===== src/rtl/mem_arbiter.sv =====
`default_nettype none
// ============================================================================
//  Module      : mem_arbiter
//  Description : Two-port (instruction fetch / data) arbiter in front of a
//                single-outstanding memory interface.  Each port latches one
//                request into a pending slot.  An IDLE/ISSUE/WAIT FSM grants
//                one pending port at a time, drives a one-cycle memExecute
//                strobe, and waits for memDataReady.  If the memory stays
//                silent for TIMEOUT_CYCLES cycles, the FSM aborts the access
//                with a busError pulse.
//  Revision    : 1.0  initial release
// ----------------------------------------------------------------------------
//  Parameters
//    FAIR            1: alternate the grant on contention, 0: data port wins
//    TIMEOUT_CYCLES  WAIT cycles before the access is aborted (1..65535)
//  Ports
//    clk, reset                 rising-edge clock, async active-low reset
//    fetch*                     read-only request port, done pulse, read data
//    data*                      load/store request port, done pulse, read data
//    mem*                       downstream memory command/response
//    busError                   one-cycle pulse on a timed-out access
//    grantOwner                 current/last owner (0 = fetch, 1 = data)
// ============================================================================
module mem_arbiter #(
  parameter int FAIR           = 1,
  parameter int TIMEOUT_CYCLES = 255
) (
  input  logic        clk,
  input  logic        reset,

  // fetch port
  input  logic        fetchExecute,
  input  logic [31:0] fetchAddr,
  output logic        fetchReady,
  output logic        fetchDone,
  output logic [31:0] fetchData,

  // data port
  input  logic        dataExecute,
  input  logic [31:0] dataAddr,
  input  logic        dataWrEn,
  input  logic [31:0] dataWrData,
  input  logic [3:0]  dataByteEn,
  output logic        dataPortReady,
  output logic        dataPortDone,
  output logic [31:0] dataPortRdata,

  // memory side
  input  logic        memReady,
  input  logic        memDataReady,
  input  logic [31:0] memRdata,
  output logic        memExecute,
  output logic [31:0] memAddr,
  output logic        memWrEn,
  output logic [31:0] memWrData,
  output logic [3:0]  memByteEn,

  // status
  output logic        busError,
  output logic        grantOwner
);

  // Last WAIT count value before the abort fires: entering WAIT clears the
  // counter, so the abort edge is reached after exactly TIMEOUT_CYCLES cycles.
  localparam logic [15:0] TMO_LAST  = 16'(TIMEOUT_CYCLES - 1);
  localparam logic [31:0] ERR_RDATA = 32'hFFFF_FFFF;

  typedef enum logic [1:0] {
    ST_IDLE  = 2'd0,
    ST_ISSUE = 2'd1,
    ST_WAIT  = 2'd2
  } state_t;

  state_t      state_q;

  // pending slots and latched command fields
  logic        fetch_pend_q;
  logic        fetch_pend_d;
  logic [31:0] fetch_addr_q;
  logic        data_pend_q;
  logic        data_pend_d;
  logic [31:0] data_addr_q;
  logic        data_wren_q;
  logic [31:0] data_wrdata_q;
  logic [3:0]  data_byteen_q;

  logic [15:0] wait_cnt_q;

  // combinational helpers
  logic        fetch_accept;
  logic        data_accept;
  logic        wait_done;
  logic        wait_tmo;
  logic        xfer_end;
  logic        owner_d;

  // A port is ready whenever its single pending slot is free.
  assign fetchReady    = !fetch_pend_q;
  assign dataPortReady = !data_pend_q;

  always_comb begin
    fetch_accept = fetchExecute && !fetch_pend_q;
    data_accept  = dataExecute  && !data_pend_q;

    // memDataReady is only meaningful while waiting; elsewhere it is ignored.
    wait_done = (state_q == ST_WAIT) && memDataReady;
    wait_tmo  = (state_q == ST_WAIT) && !memDataReady && (wait_cnt_q == TMO_LAST);
    xfer_end  = wait_done || wait_tmo;

    // Set and clear never collide: accepting needs the slot empty, while
    // retiring needs it full.  A strobe coinciding with the done edge is
    // therefore dropped, because the slot still reads as full on that edge.
    fetch_pend_d = fetch_pend_q;
    if (fetch_accept) begin
      fetch_pend_d = 1'b1;
    end else if (xfer_end && !grantOwner) begin
      fetch_pend_d = 1'b0;
    end

    data_pend_d = data_pend_q;
    if (data_accept) begin
      data_pend_d = 1'b1;
    end else if (xfer_end && grantOwner) begin
      data_pend_d = 1'b0;
    end

    // Owner selection.  grantOwner doubles as the last-grant record, so in
    // fair mode the port that was not served last wins a contention.
    if (fetch_pend_q && data_pend_q) begin
      owner_d = (FAIR != 0) ? !grantOwner : 1'b1;
    end else begin
      owner_d = data_pend_q;
    end
  end

  // --------------------------------------------------------------------------
  // Pending slots and command capture
  // --------------------------------------------------------------------------
  always_ff @(posedge clk or negedge reset) begin
    if (!reset) begin
      fetch_pend_q  <= 1'b0;
      fetch_addr_q  <= '0;
      data_pend_q   <= 1'b0;
      data_addr_q   <= '0;
      data_wren_q   <= 1'b0;
      data_wrdata_q <= '0;
      data_byteen_q <= '0;
    end else begin
      fetch_pend_q <= fetch_pend_d;
      data_pend_q  <= data_pend_d;
      if (fetch_accept) begin
        fetch_addr_q <= fetchAddr;
      end
      if (data_accept) begin
        data_addr_q   <= dataAddr;
        data_wren_q   <= dataWrEn;
        data_wrdata_q <= dataWrData;
        data_byteen_q <= dataByteEn;
      end
    end
  end

  // --------------------------------------------------------------------------
  // Transaction FSM with registered outputs
  // --------------------------------------------------------------------------
  always_ff @(posedge clk or negedge reset) begin
    if (!reset) begin
      state_q       <= ST_IDLE;
      wait_cnt_q    <= '0;
      memExecute    <= 1'b0;
      memAddr       <= '0;
      memWrEn       <= 1'b0;
      memWrData     <= '0;
      memByteEn     <= '0;
      fetchDone     <= 1'b0;
      dataPortDone  <= 1'b0;
      busError      <= 1'b0;
      fetchData     <= '0;
      dataPortRdata <= '0;
      grantOwner    <= 1'b1;
    end else begin
      // completion strobes are single-cycle pulses
      fetchDone    <= 1'b0;
      dataPortDone <= 1'b0;
      busError     <= 1'b0;

      case (state_q)
        ST_IDLE: begin
          if (memReady && (fetch_pend_q || data_pend_q)) begin
            grantOwner <= owner_d;
            memExecute <= 1'b1;
            if (owner_d) begin
              memAddr   <= data_addr_q;
              memWrEn   <= data_wren_q;
              memWrData <= data_wrdata_q;
              memByteEn <= data_byteen_q;
            end else begin
              // fetches are always full-word reads
              memAddr   <= fetch_addr_q;
              memWrEn   <= 1'b0;
              memWrData <= '0;
              memByteEn <= 4'hF;
            end
            state_q <= ST_ISSUE;
          end
        end

        ST_ISSUE: begin
          memExecute <= 1'b0;
          wait_cnt_q <= '0;
          state_q    <= ST_WAIT;
        end

        ST_WAIT: begin
          if (xfer_end) begin
            busError <= wait_tmo;
            // Stores also latch memRdata so the read-data output always
            // reflects the last completion of that port.
            if (grantOwner) begin
              dataPortDone  <= 1'b1;
              dataPortRdata <= wait_tmo ? ERR_RDATA : memRdata;
            end else begin
              fetchDone <= 1'b1;
              fetchData <= wait_tmo ? ERR_RDATA : memRdata;
            end
            state_q <= ST_IDLE;
          end else begin
            wait_cnt_q <= wait_cnt_q + 16'd1;
          end
        end

        default: begin
          state_q <= ST_IDLE;
        end
      endcase
    end
  end

endmodule
`default_nettype wire


===== config.mk =====
export PLATFORM = sky130hd
export DESIGN_NAME = mem_arbiter
export DESIGN_NICKNAME = d
export VERILOG_FILES = /design/src/rtl/mem_arbiter.sv
export SDC_FILE = /design/constraint.sdc
export NUM_CORES = 1
export LEC_CHECK = 0
export BUFFER_PORTS_ARGS = -buffer_cell sky130_fd_sc_hd__buf_2
export CAP_MARGIN = 20
export CORE_UTILIZATION = 46
export CTS_CLUSTER_SIZE = 24
export DETAILED_ROUTE_END_ITERATION = 10
export HOLD_SLACK_MARGIN = 0.15
export PLACE_DENSITY = 0.83
export REMOVE_ABC_BUFFERS = 1
export SLEW_MARGIN = 20
export SYNTH_ARGS = -nofsm -noshare
export SYNTH_HDL_FRONTEND = slang
export SYNTH_SLANG_ARGS = --single-unit

===== constraint.sdc =====
create_clock -name clk -period 3.1 [get_ports clk]
set_input_delay 0 -clock clk [delete_from_list [all_inputs] [get_ports clk]]
set_output_delay 0 -clock clk [all_outputs]
set_load 0.1 [all_outputs]

==> results of run 1 <==
## area by class of cell
type,instances,area share [%]
Timing Repair Buffer,428,20.9
Clock inverter,7,0.426
Clock buffer,41,5.45
Inverter,8,0.213
Multi-Input combinational cell,478,24.6
Sequential cell,259,46.0
Tap cell,280,2.49
## through the flow
stage	TNS [ns]	instances	setup slack (ns)	util, %
4_1_cts	0	1501	0.688	64.8
2_1_floorplan	-240.29	745	-3.53	-
3_3_place_gp	0	1318	0.742	54.8
6_report	0	1501	0.658	64.8
3_5_place_dp	0	1318	0.706	54.8
5_1_grt	0	1501	0.541	64.8
## synthesized netlist by cell type (all sizes together) (2+ instances only)
library cell,number,share of area (%)
dfrtp,258,63
nand2,123,4.5
mux2,101,11
o22a,64,5.5
o21ai,42,2.1
clkbuf,41,1.5
nand3,41,2.0
mux2i,40,3.9
buf,12,0.93
nor2,12,0.44
inv,7,0.26
nand4,6,0.37
nor4,6,0.37
nand2b,5,0.31
nor2b,4,0.25
a31oi,3,0.18
nor3,3,0.26
and4,2,0.17
ha,2,0.25
nor4b,2,0.17
o21bai,2,0.15
or4,2,0.22
## kinds of logic after synthesis
logic type               Yosys count  synth area share, %
AO/OA/AOI/OAI                    124                 9.01
AND/OR/NAND/NOR                  211                 9.43
flip-flops                       259                 63.5
adder cells (fa/ha/maj)            2                0.245
multiplexers                     141                 15.1
buffers and inverters             61                 2.73
## flip-flops by register name, summed over array words and instances, names as in the netlist, 2 cells and up
name / flops
dataPortRdata: 32
memAddr: 32
state_q: 2
wait_cnt_q: 16
data_addr_q: 32
memWrData: 32
data_byteen_q: 4
data_wrdata_q: 32
fetch_addr_q: 32
fetchData: 32
memByteEn: 4
## metal layers
metal | vias to the layer above | wire length (um) | part of all wire, %
met5 | - | 0 | 0
met4 | 0 | 1050 | 3.8
met3 | 80 | 2090 | 7.5
met2 | 330 | 14000 | 50
met1 | 3948 | 10800 | 39
li1 | 3640 | - | -
## worst max-delay path: stages, from the launching register on
cell and delay (ns):
dfrtp_1 0.47, or4_4 0.57, o41a_1 0.54, nor3_4 0.20, buf_4 0.36, o22a_1 0.21
## how the worst min path moves through the flow
stage                      from          end  slack [ns]  cells past startpoint
floorplan                 reset     busError       -0.30                      0
global placement          reset     busError        0.15                      1
detailed placement        reset     busError        0.15                      1
CTS                 dataExecute  data_pend_q        0.17                      4
global route        dataExecute  data_pend_q        0.20                      4
finish                 memReady   grantOwner        0.14                      5
## what timing repair did
| item | 4_1_cts | 5_1_grt |
|---|---|---|
| hold endpoints to repair | 285 | 0 |
| resized for setup | 0 | 0 |
| hold buffers | 135 | 0 |
==> results.yml, run 1 <==
run_status:
  outcome: "complete, no violations"
routing:
  drtIter0Drc: 345
  drcViolationCount: 0
  viasPerCell: 5.33
  dr_total_vias: 7998
  totalWireLength_mm: 28.0
  ant_nets: 0
  post_drt_wl_per_cell_um: 18.6
  firstDrtPassIters: 5
clocking:
  h-tree-depth: 1
  clkLatencyLatePin_ns: 0.52
  clock_sinks: 259
  clock_path_buffers: 3
  cts_setup_buffers: 0
  cts_buffers: 26
  tritoncts: "done"
  clock-root-buffer: "clkbuf_16"
  path_clk_slew_ns: 0.06
die:
  rows: 54
  start_util_pct: 46.9
  core_area_um2: 21800
  die_area_um2: 22800
  dieWidth_um: 151
  num_io_pins: 279
  die_height_um: 151
critical_path:
  rr_worst_depth: 5
  worstPathArrival_ns: 2.89
  crit_end: "fetchData[22]"
  critPathKind: "register to register"
  rrSetupSlack_ns: 0.66
  r2r-start: "wait_cnt_q[9]"
  start_kind: "register"
  crit_path_start: "wait_cnt_q[9]"
  r2r-end: "fetchData[22]"
  worstPathRequired_ns: 3.55
  path_max_fanout: 34
  endpoint_kind: "register"
flow_run:
  max_cap_violations: 0
yosys:
  syn-cell-area_um2: 10200
  avgSynthCellArea_um2: 12.8
  synthDistinctLibCells: 47
  synthCells: 798
  synth-seq-cells: 259
  synth_top_flop_cell: "dfrtp_1"
  async_reset_ff_share_pct: 100
  ys_warn_count: 0
  ys_seq_area_share_pct: 63.5
  synth_edf_count: 0
global_routing:
  top_usage_layer: "met2"
  grt_pass1_vias: 8566
  grt_util_met3_pct: 5.78
  grt_pass1_wl_mm: 43.6
  grt_overflow: 0
  antenna_found_initial: 0
  grt_util_all_layers_pct: 24.3
  use_met1_pct: 28.3
  grt_max_degree: 115
  gr-usage-met2_pct: 42.9
layout:
  drive_gt1_share_pct: 36.1
  ff_latch_area_um2: 6480
  areaGrowthSynthToFinish_pct: 38.1
  stdcell_area_um2: 14100
  nets: 1342
  n_fill_cell: 1524
  final_cell_mix: "277 x buf_2, 258 x dfrtp_1, 135 x dlygate4sd3_1"
  final_common_cell: "buf_2"
  multi_input_comb_area_um2: 3470
  n_antenna_cell: 0
placed_design:
  port_buffers: 278
  gp_congestion: 0.872
  placed_area_um2: 11900
  place_hpwl_mm: 15.8
timing:
  tightest_slew_ns: 1.10
  skew_ns: 0.0116
  final-hold-violation-count: 0
  fmax_ghz: 0.410
  rsz0062_at_grt: "false"
  slew_headroom_pct: 26.8
  finalCriticalPeriod_ns: 2.44
  finalHoldWorstSlack_ns: 0.136
  period_share_pct: 78.8
  slew_violations: 0
  finalSetupViolations: 0
worst_hold_path:
  hp-class: "input pin to register"
Power of run 1 is not shown: default switching activity piles up to over one toggle a cycle in this logic, so the estimate is an artifact.
==> inputs of run 2 (changes only) <==
- clock period: 3.1 -> 2.5 ns (I/O delays scaled with it)
==> run 2 against run 1 <==
Cell area rose by 1.1%. Register-to-register slack got worse by 0.50 ns. Sequential share of layout area fell by 0.49 points. Non-clock buffer count increased by 6. First-iteration DRC count grew 9.6%. Largest cell class unchanged. Cell count grew 0.40%. Worst hold slack better by 0.026 ns. Wire length up 0.86%. Via count grew 1.0%. Die area unchanged. Global-route usage up 0.62 points.
==> results.yml, run 2 (synthesized netlist as in run 1, its figures left out) <==
clocking:
  path_clk_slew_ns: 0.06
  tritoncts: "done"
  cts_buffers: 27
  clock_sinks: 259
  h-tree-depth: 1
  cts_setup_buffers: 0
  clock-root-buffer: "clkbuf_16"
  clock_path_buffers: 3
  clkLatencyLatePin_ns: 0.53
critical_path:
  slowest_stage: "or4_4"
  worstPathRequired_ns: 2.96
  r2r-end: "fetchData[24]"
  max_stage_delay_ns: 0.58
  start_kind: "register"
  crit_family: "simple AND/OR/NAND/NOR gates"
  path_max_fanout: 34
  worstPathArrival_ns: 2.80
  crit_chain: "or4_4 > o41a_1 > nor3_4 > buf_12 > o22a_1"
  endpoint_kind: "register"
  r2r-start: "wait_cnt_q[10]"
  critPathBufInv: 1
  rrSetupSlack_ns: 0.16
  rr_worst_depth: 5
  critPathKind: "register to register"
timing:
  final-hold-violation-count: 0
  fmax_ghz: 0.427
  period_share_pct: 93.6
  finalCriticalPeriod_ns: 2.34
  rsz0062_at_grt: "false"
  slew_headroom_pct: 56.1
  tightest_slew_ns: 0.652
  skew_ns: 0.0121
  setup_ws_ns: 0.160
  finalSetupViolations: 0
  slew_violations: 0
placed_design:
  port_buffers: 278
  place_hpwl_mm: 15.9
  gp_congestion: 0.846
  dp_cells: 1321
  dp_slack_ns: 0.201
  placed_area_um2: 12000
global_routing:
  grt_pass1_wl_mm: 44.5
  grt_overflow: 0
  grt_pass1_vias: 8593
  antenna_found_initial: 1
  grt_util_all_layers_pct: 24.9
  grt_max_degree: 108
layout:
  drive_gt1_share_pct: 36.5
  final_common_cell: "buf_2"
  nets: 1349
  final_cell_mix: "277 x buf_2, 258 x dfrtp_1, 137 x dlygate4sd3_1"
  instances_no_fill: 1507
  stdcell_area_um2: 14200
  utilization_pct: 65.5
  areaGrowthSynthToFinish_pct: 39.6
worst_hold_path:
  min_from: "dataExecute"
  hp-class: "input pin to register"
  min_path_cells: 4
  whs_endpoint: "data_pend_q"
flow_run:
  max_cap_violations: 0
die:
  die_area_um2: 22800
  start_util_pct: 46.9
  rows: 54
  core_area_um2: 21800
  dieWidth_um: 151
  die_height_um: 151
  num_io_pins: 279
run_status:
  outcome: "complete, no violations"
routing:
  firstDrtPassIters: 5
  ant_nets: 0
  post_drt_wl_per_cell_um: 18.7
  drtIter0Drc: 378
  dr_total_vias: 8081
  totalWireLength_mm: 28.2
  viasPerCell: 5.36
  drcViolationCount: 0
## run 2: changes by cell type in the layout (fill, tap and decap cells not counted), sizes merged
cell / before / now
inv: 7 / 8
dlygate4sd3: 135 / 137
diode: 0 / 1
clkbuf: 41 / 42
buf: 293 / 297
clkinv: 7 / 3
bufinv: 1 / 2
## run 2: through the flow
stage | hold slack (ns) | TNS [ns]
finish | 0.161 | 0
global route | 0.183 | 0
CTS | 0.153 | 0
detailed placement | -0.0258 | 0
global placement | -0.0231 | 0
floorplan | -0.296 | -325.87
## run 2: cell type report
class	count	area, um^2
fillers	1529	7510
diodes	1	2.50
multi-input cells	478	3470
flip-flops and latches	259	6480
inverters	8	30.0
clock inverters	5	82.6
repair buffers	434	3020
well taps	280	350
clock buffers	42	812
## run 2: tightest hold or removal path: stages
cell      delay [ns]
buf_2           0.09
nor2b_4         0.12
buf_12          0.21
o21bai_1        0.20
## run 2: worst max-delay path by stage
| stage | from | to | slack (ns) | cells after the start |
|---|---|---|---|---|
| final | wait_cnt_q[10] | fetchData[24] | 0.16 | 5 |
| after global routing | wait_cnt_q[10] | fetchData[24] | 0.06 | 5 |
| after CTS | wait_cnt_q[10] | fetchData[25] | 0.19 | 5 |
| after detailed placement | wait_cnt_q[10] | fetchData[11] | 0.20 | 5 |
| after global placement | wait_cnt_q[10] | fetchData[9] | 0.28 | 5 |
| after floorplan | fetch_pend_q | memExecute | -4.13 | 3 |
## run 2: metal layers
| metal | GRT usage (%) | part of all wire [%] | wire length (um) | up-vias |
|---|---|---|---|---|
| met5 | 0 | 0 | 0 | - |
| met4 | 9.95 | 3.8 | 1080 | 0 |
| met3 | 5.87 | 7.1 | 2000 | 80 |
| met2 | 43.9 | 51 | 14300 | 353 |
| met1 | 29.2 | 38 | 10800 | 3995 |
| li1 | - | - | - | 3653 |
## run 2: timing repair
item / in CTS / in global routing
hold buffers: 138 / 0
resized for setup: 0 / 0
endpoints found under the hold margin: 436 / 0
Power of run 2 is left out for the same reason.
